File: src/rtl/br_pkg.sv
// Shared sizes and requester encoding for the register-bank write-port arbiter.
// Pure declarations: no logic, no latency, no flow control.
package br_pkg;
    localparam int NREG = 32;
    localparam int AW   = 5;
    localparam int DW   = 32;

    localparam logic REQ_ALU = 1'b0;
    localparam logic REQ_MEM = 1'b1;
endpackage

File: src/rtl/marcador_br.sv
// Pending-write scoreboard: one bit per register, set by reserve, cleared by issue.
// Updates on the edge, reads are combinational from the registered vector; never stalls.
module marcador_br
    import br_pkg::*;
#(
    parameter bit ZERO_RO = 1'b1
) (
    input  logic          clk,
    input  logic          rst,
    input  logic          set_vld_i,
    input  logic [AW-1:0] set_reg_i,
    input  logic          clr_vld_i,
    input  logic [AW-1:0] clr_reg_i,
    input  logic [AW-1:0] rd1_reg_i,
    input  logic [AW-1:0] rd2_reg_i,
    output logic          rd1_ocup_o,
    output logic          rd2_ocup_o
);

    logic [NREG-1:0] pend_q;
    logic [NREG-1:0] pend_d;

    // Set is applied after clear: a fresh reservation is a later producer.
    always_comb begin
        pend_d = pend_q;
        if (clr_vld_i) pend_d[clr_reg_i] = 1'b0;
        if (set_vld_i) pend_d[set_reg_i] = 1'b1;
        if (ZERO_RO)   pend_d[0]         = 1'b0;
    end

    always_ff @(posedge clk) begin
        if (rst) pend_q <= '0;
        else     pend_q <= pend_d;
    end

    assign rd1_ocup_o = pend_q[rd1_reg_i];
    assign rd2_ocup_o = pend_q[rd2_reg_i];

endmodule

File: src/rtl/br_arbitro_escritura.sv
// Round-robin arbiter (ALU vs memory load) for the bank's single write port, plus hazard scoreboard.
// Grant in cycle T drives WE/DE/DATO in T+1; loser sees rdy low and holds its request.
module br_arbitro_escritura
    import br_pkg::*;
#(
    parameter bit ZERO_RO = 1'b1
) (
    input  logic          clk,
    input  logic          rst,
    input  logic          val_a,
    input  logic [AW-1:0] de_a,
    input  logic [DW-1:0] dato_a,
    output logic          rdy_a,
    input  logic          val_m,
    input  logic [AW-1:0] de_m,
    input  logic [DW-1:0] dato_m,
    output logic          rdy_m,
    input  logic          res_val,
    input  logic [AW-1:0] res_reg,
    input  logic [AW-1:0] DL1,
    input  logic [AW-1:0] DL2,
    output logic          ocup1,
    output logic          ocup2,
    output logic          WE,
    output logic [AW-1:0] DE,
    output logic [DW-1:0] DATO
);

    logic          ult_q, ult_d;
    logic          we_q, we_d;
    logic [AW-1:0] de_q, de_d;
    logic [DW-1:0] dato_q, dato_d;

    logic          gnt_a, gnt_m, gnt;
    logic [AW-1:0] de_gnt;
    logic [DW-1:0] dato_gnt;

    assign gnt_a = !rst && val_a && (!val_m || (ult_q == REQ_MEM));
    assign gnt_m = !rst && val_m && (!val_a || (ult_q == REQ_ALU));
    assign gnt   = gnt_a || gnt_m;

    assign de_gnt   = gnt_a ? de_a   : de_m;
    assign dato_gnt = gnt_a ? dato_a : dato_m;

    always_comb begin
        ult_d  = ult_q;
        we_d   = 1'b0;
        de_d   = de_q;
        dato_d = dato_q;
        if (gnt) begin
            ult_d  = gnt_a ? REQ_ALU : REQ_MEM;
            // Register 0 writes are acknowledged but never reach the bank.
            we_d   = !(ZERO_RO && (de_gnt == '0));
            de_d   = de_gnt;
            dato_d = dato_gnt;
        end
    end

    always_ff @(posedge clk) begin
        if (rst) begin
            ult_q  <= REQ_MEM;
            we_q   <= 1'b0;
            de_q   <= '0;
            dato_q <= '0;
        end else begin
            ult_q  <= ult_d;
            we_q   <= we_d;
            de_q   <= de_d;
            dato_q <= dato_d;
        end
    end

    marcador_br #(
        .ZERO_RO (ZERO_RO)
    ) u_marcador (
        .clk        (clk),
        .rst        (rst),
        .set_vld_i  (res_val),
        .set_reg_i  (res_reg),
        .clr_vld_i  (gnt),
        .clr_reg_i  (de_gnt),
        .rd1_reg_i  (DL1),
        .rd2_reg_i  (DL2),
        .rd1_ocup_o (ocup1),
        .rd2_ocup_o (ocup2)
    );

    assign rdy_a = gnt_a;
    assign rdy_m = gnt_m;
    assign WE    = we_q;
    assign DE    = de_q;
    assign DATO  = dato_q;

endmodule

File: config.mk
export PLATFORM = sky130hd
export DESIGN_NAME = br_arbitro_escritura
export DESIGN_NICKNAME = d
export VERILOG_FILES = /design/src/rtl/br_pkg.sv /design/src/rtl/marcador_br.sv /design/src/rtl/br_arbitro_escritura.sv
export SDC_FILE = /design/constraint.sdc
export NUM_CORES = 1
export LEC_CHECK = 0
export BUFFER_PORTS_ARGS = -buffer_cell sky130_fd_sc_hd__buf_2
export CAP_MARGIN = 20
export CORE_ASPECT_RATIO = 0.9
export CORE_MARGIN = 3
export CORE_UTILIZATION = 50
export CTS_CLUSTER_DIAMETER = 80
export DETAILED_ROUTE_END_ITERATION = 10
export PLACE_DENSITY = 0.89
export RECOVER_POWER = 50
export SLEW_MARGIN = 20
export SYNTH_ARGS = -nofsm -noshare
export SYNTH_HDL_FRONTEND = slang
export SYNTH_HIERARCHICAL = 1
export SYNTH_SLANG_ARGS = --single-unit
File: constraint.sdc
create_clock -name clk -period 3.09 [get_ports clk]
set_clock_uncertainty 0.05 [all_clocks]
set_input_delay 0 -clock clk [delete_from_list [all_inputs] [get_ports clk]]
set_output_delay 0 -clock clk [all_outputs]
set_load 0.02 [all_outputs]
# Yosys cells after proc, flatten, opt, wreduce, memory -nomap -nowiden
# Index checks and enable logic that the tools add are counted.
[op_classes] n_reduce_logical=15 div=0 muxes=13 eq_ne=0 multipliers=0 n_bitwise=5 n_lt_le_gt_ge=6 shifts=0 addsub=0
[op_table] operator="32-bit 2-to-1 mux" count=3
[op_table] operator="32-bit AND" count=1
[op_table] operator="32-bit NOT" count=1
[op_table] operator="32-bit OR" count=1
[op_table] operator="5-bit by 6-bit < comparator with 1-bit output, second input constant" count=4
[op_table] operator="1-bit binary-select mux with 5-bit select" count=2
[op_table] operator="1-bit demux with 5-bit select" count=2
[op_table] operator="5-bit by 1-bit greater-or-equal comparator with 1-bit output, second input constant" count=2
[op_table] operator="1-bit logical AND" count=6
[op_table] operator="5-bit zero test" count=1
[op_table] operator="1-bit 2-to-1 mux" count=5
[op_table] operator="5-bit 2-to-1 mux" count=1
[op_table] operator="1-bit zero test" count=4
[op_table] operator="1-bit logical OR" count=3
[op_table] operator="1-bit NOT" count=2
[op_table] operator="2-bit OR reduction" count=1
[totals] latch_bits=0 reg_bits=71 ramBits=0 memories=0 word_cells=45 inputBits=94 output_inout_bits=42 romBits=0

# Logic depth before layout (Yosys ltp)
[logic_depth] depth_word=13 depth_mapped=10 depth_no_buf=7

# Cells and area by module
# Netlist, hierarchy kept.
[modules_own_cells] mod="br_arbitro_escritura" seq_area_each_um2=780.7 instances=1 cells_each=201 area_each_um2=1901.8
[modules_own_cells] mod="marcador_br" seq_area_each_um2=620.6 instances=1 cells_each=229 area_each_um2=1826.8

# Worst setup path after synthesis
# No wires, ideal clock.
[synth_path] path_type="register to register" from="register ult_q" to="register u_marcador.pend_q[5]" t_arrival_ns=2.166 period_less_slack_ns=2.348 n_path_buf=3 required_time_ns=2.908 setup_ns=0.132 path_stages_with_launch=10 slack_ns=0.742 path_cell_list="dfxtp_1 nand2b_1 buf_2 and2_1 buf_6 buf_2 o21ai_0 or3b_2 o21ai_0 a21oi_1"
[synth_between] elab_chain_cells=12 elab_cells_between_ends=17 cone_classes="order compare (2); mux (5); bitwise (4); reduce/logical (6)"
[synth_rtl] element="start, declared" line="br_arbitro_escritura.sv:29" text="logic ult_q, ult_d;"
[synth_rtl] element="start signal, assigned" line="br_arbitro_escritura.sv:66" text="ult_q <= ult_d;"
[synth_rtl] element="1-bit logical OR *" line="br_arbitro_escritura.sv:38" text="assign gnt_a = !rst && val_a && (!val_m || (ult_q == REQ_MEM));"
[synth_rtl] element="1-bit logical AND *" line="br_arbitro_escritura.sv:38"
[synth_rtl] element="net rdy_a" line="br_arbitro_escritura.sv:13" text="output logic rdy_a,"
[synth_rtl] element="5-bit 2-to-1 mux *" line="br_arbitro_escritura.sv:42" text="assign de_gnt = gnt_a ? de_a : de_m;"
[synth_rtl] element="net de_gnt[2]" line="br_arbitro_escritura.sv:35" text="logic [AW-1:0] de_gnt;"
[synth_rtl] element="5-bit by 6-bit < comparator with 1-bit output (implied by the code) / 5-bit by 1-bit greater-or-equal comparator with 1-bit output (equally long branches)" line="marcador_br.sv:26" text="if (clr_vld_i) pend_d[clr_reg_i] = 1'b0;"
[synth_rtl] element="1-bit logical AND (implied by the code)" line="marcador_br.sv:26"
[synth_rtl] element="1-bit 2-to-1 mux (implied by the code)" line="marcador_br.sv:26"
[synth_rtl] element="1-bit demux with 5-bit select *"
[synth_rtl] element="32-bit NOT (no source line) *"
[synth_rtl] element="32-bit AND (no source line) *"
[synth_rtl] element="32-bit 2-to-1 mux *" line="marcador_br.sv:26"
[synth_rtl] element="32-bit OR (no source line)"
[synth_rtl] element="32-bit 2-to-1 mux *" line="marcador_br.sv:27" text="if (set_vld_i) pend_d[set_reg_i] = 1'b1;"
[synth_rtl] element="end signal, assigned" line="marcador_br.sv:33" text="else pend_q <= pend_d;"
[synth_rtl] element="end, declared" line="marcador_br.sv:20" text="logic [NREG-1:0] pend_q;"
# Mark *: on every way through the listed nets, which the timed path passes. The rest lies on a longest branch.
# A chain may end at the register's enable or synchronous reset.

# Final worst setup path
[layout_path] from="register ult_q" to="register u_marcador.pend_q[4]"
[layout_between] elab_chain_cells=12 elab_cells_between_ends=17 cone_classes="order compare (2); mux (5); bitwise (4); reduce/logical (6)"
[layout_rtl] element="1-bit logical OR *" line="br_arbitro_escritura.sv:38"
[layout_rtl] element="1-bit logical AND *" line="br_arbitro_escritura.sv:38"
[layout_rtl] element="5-bit 2-to-1 mux *" line="br_arbitro_escritura.sv:42"
[layout_rtl] element="net de_gnt[3]" line="br_arbitro_escritura.sv:35"
[layout_rtl] element="5-bit by 6-bit < comparator with 1-bit output (implied by the code) / 5-bit by 1-bit greater-or-equal comparator with 1-bit output (equally long branches)" line="marcador_br.sv:26"
[layout_rtl] element="1-bit logical AND (implied by the code)" line="marcador_br.sv:26"
[layout_rtl] element="1-bit 2-to-1 mux (implied by the code)" line="marcador_br.sv:26"
[layout_rtl] element="1-bit demux with 5-bit select *"
[layout_rtl] element="32-bit NOT (no source line) *"
[layout_rtl] element="32-bit AND (no source line) *"
[layout_rtl] element="32-bit 2-to-1 mux *" line="marcador_br.sv:26"
[layout_rtl] element="32-bit OR (no source line)"
[layout_rtl] element="32-bit 2-to-1 mux *" line="marcador_br.sv:27"
# Marked as above.

==> impl_metrics.csv <==
group,metric,value,unit
route,drt_drc_violations_left,0,
synthesis,yosysWarnings,6,
route,totalWireLength,13000,um
synthesis,ys_ff_latch,70,
route,first_iter_violations,425,
route,vias,4297,
clock_network,cts_buffers,9,
clock_network,h-tree-depth,3,
clock_network,cts-root-buf,"clkbuf_8",
pwr,switching_share,30.2,%
global_routing,grt_pass1_wl,20400,um
route,viasPerCell,6.31,
sta,clock.fmax,0.388,GHz
die,fp-row-count,29,
layout,num_antenna_cells,0,
global_routing,grt_max_degree,73,
pwr,p_sw,634,uW
pwr,pwr-share-comb,21.3,%
sta,fin_crit_sh,83.5,%
setup_path,reg2reg_setup_slack,0.51,ns
placement,dp_hpwl,7930,um
sta,relSlewSlack,36.7,%
clock_network,postCtsHoldBufs,38,
die,dieArea,8530,sq um
global_routing,grt_util_all_layers,29.4,%
setup_path,reg2reg_depth,7,
sta,hold_viol,0,
synthesis,ys_seq_area_share,37.6,%
placement,portBuffers,135,
clock_network,cts_tree,"built",
layout,final_cell_mix,"buf_2, dfxtp_1, clkbuf_1",
setup_path,crit_required,3.23,ns
pwr,p_per_area,429,nW/um^2
layout,mostFrequentLayoutCell,"buf_2",
pwr,power,2100,uW
setup_path,worstReg2RegEnd,"u_marcador/pend_q[4]",
synthesis,netlist_area,3730,sq um
outcome,status,"finished clean",
synthesis,syn_inst,430,
pwr,irDropWorstVdd,0.286,mV
pwr,seqPwrFrac,47.1,%
min_path,hp-class,"input port to register",
die,die_y,87.9,um
layout,nets,678,
setup_path,crit_type,"register to register",
placement,place_inst,628,
min_path,worstHoldEndpoint,"WE",
layout,drive_above_1_share,21.3,%
sta,worst_pin_slew,0.948,ns
setup_path,end_kind,"register",
min_path,hold_start,"de_m[4]",
global_routing,antenna_found_initial,0,
job,max_cap_viol_count,0,
synthesis,synth_nets,524,
sta,finalSetupViolations,0,
sta,final_max_slew_viol_count,0,
sta,worst_slack,0.510,ns
die,initial_utilization,52.2,%
setup_path,crit_fanout,15,
layout,final_cells,681,
pwr,p_int,1460,uW
route,drtAntennaViolNets,0,
die,die-width,97.0,um
clock_network,clock_path_buffers,2,
route,wl_per_cell,19.1,um
global_routing,grt-ovfl-total,0,
min_path,whs_path_depth,4,
pwr,p_leak,0.00202,uW
clock_network,cts.sinks,70,
global_routing,grt_pass1_vias,4166,
sta,rsz0062_at_grt,"false",
sta,finalSetupTns,0,ns
placement,gp_congestion,0.871,
clock_network,post_cts_buffers,0,
setup_path,critPathArrivalTime,2.72,ns
synthesis,ys_types,34,
die,coreArea,7150,sq um
clock_network,insertion_delay,0.33,ns
clock_network,clkTransAtPathRegs,0.07,ns
die,num_io_pins,136,
pwr,power.share.clock,31.6,%
sta,period_needed,2.58,ns
synthesis,avgSynthCellArea,8.67,sq um
clock_network,post_cts_resized,0,
route,dr.pass1.iters,6,
placement,place_ws,0.592,ns
layout,area_growth,31.1,%
setup_path,start_kind,"register",
setup_path,r2r_start,"ult_q",
[metal layers]
| metal | track usage [%] | wire length [um] | vias to the layer above |
|---|---|---|---|
| met5 | 0 | 0 | - |
| met4 | 14.5 | 547 | 0 |
| met3 | 7.80 | 1450 | 53 |
| met2 | 50.6 | 6200 | 322 |
| met1 | 34.3 | 4790 | 1986 |
| li1 | - | - | 1936 |
[worst max path at each step]
stage / start / end / slack [ns] / depth (start not counted)
2_1_floorplan: ult_q / u_marcador/pend_q[5] / 0.74 / 9
3_3_place_gp: ult_q / u_marcador/pend_q[7] / 0.68 / 7
3_5_place_dp: ult_q / u_marcador/pend_q[5] / 0.59 / 7
4_1_cts: ult_q / u_marcador/pend_q[5] / 0.58 / 7
5_1_grt: ult_q / u_marcador/pend_q[5] / 0.27 / 7
6_report: ult_q / u_marcador/pend_q[4] / 0.51 / 7
[worst max-delay path, stage by stage, from the launching register on]
cell	delay [ns]
dfxtp_1	0.32
nand2b_1	0.12
and2_1	0.45
buf_4	0.31
o21ai_0	0.32
or3b_2	0.59
o21ai_0	0.18
a21oi_1	0.09
[metrics by stage]
step	area (sq um)	util [%]	hold slack, ns
after global routing	4890	68.4	0.0617
after detailed placement	4390	61.4	0.181
after floorplan	3730	-	0.0191
after CTS	4940	69.1	0.0176
final	4890	68.4	0.0344
after global placement	4390	61.4	0.175
[power groups by stage]
| stage | Sequential [uW] | Clock, uW | Combinational (uW) |
|---|---|---|---|
| final | 988 | 664 | 446 |
| after global routing | 991 | 697 | 480 |
| after CTS | 982 | 651 | 441 |
| after detailed placement | 999 | 0 | 405 |
| after global placement | 1000 | 0 | 393 |
| after floorplan | 1050 | 0 | 193 |
[synthesized netlist by cell type (all sizes together)]
library cell / instances / area share [%]
a2111oi: 37 / 8.7
a211o: 1 / 0.23
a211oi: 2 / 0.40
a21oi: 37 / 5.0
a221o: 37 / 9.9
a22oi: 4 / 0.81
and2: 1 / 0.17
and3: 2 / 0.34
and3b: 3 / 0.70
buf: 18 / 3.3
clkbuf: 18 / 1.8
dfxtp: 70 / 38
inv: 40 / 4.0
mux2i: 18 / 4.8
mux4: 6 / 3.6
nand2: 38 / 3.8
nand2b: 6 / 1.0
nand3: 15 / 2.0
nand3b: 6 / 1.2
nand4: 2 / 0.34
nor2: 12 / 1.2
nor2b: 5 / 0.91
nor3: 3 / 0.54
nor3b: 4 / 0.81
o2111ai: 2 / 0.47
o211ai: 2 / 0.40
o21ai: 36 / 4.8
o2bb2ai: 1 / 0.23
or3: 1 / 0.17
or3b: 2 / 0.47
or4: 1 / 0.20
[registers in the layout, summed over array words and instances, names as in the netlist]
signal,cells
DATO,32
u_marcador/pend_q,31
DE,5
WE,1
ult_q,1
[logic make-up (layout without fill, tap and decap cells)]
group           count (synthesis)  after routing  synth area share, %
buf+inv                        76            234                 9.09
compound gates                159            159                 31.0
mux                            24             24                 8.46
simple gates                  101            101                 13.9
flops                          70             70                 37.6
[layout make-up]
cell class / instances / area, sq um
fillers: 536 / 2260
multi-input cells: 284 / 2000
flip-flops and latches: 70 / 1400
repair buffers: 179 / 1050
clock buffers: 14 / 163
inverters: 40 / 150
well taps: 93 / 116
clock inverters: 1 / 5.00
No activity file was read; power rests on OpenSTA's default activity.
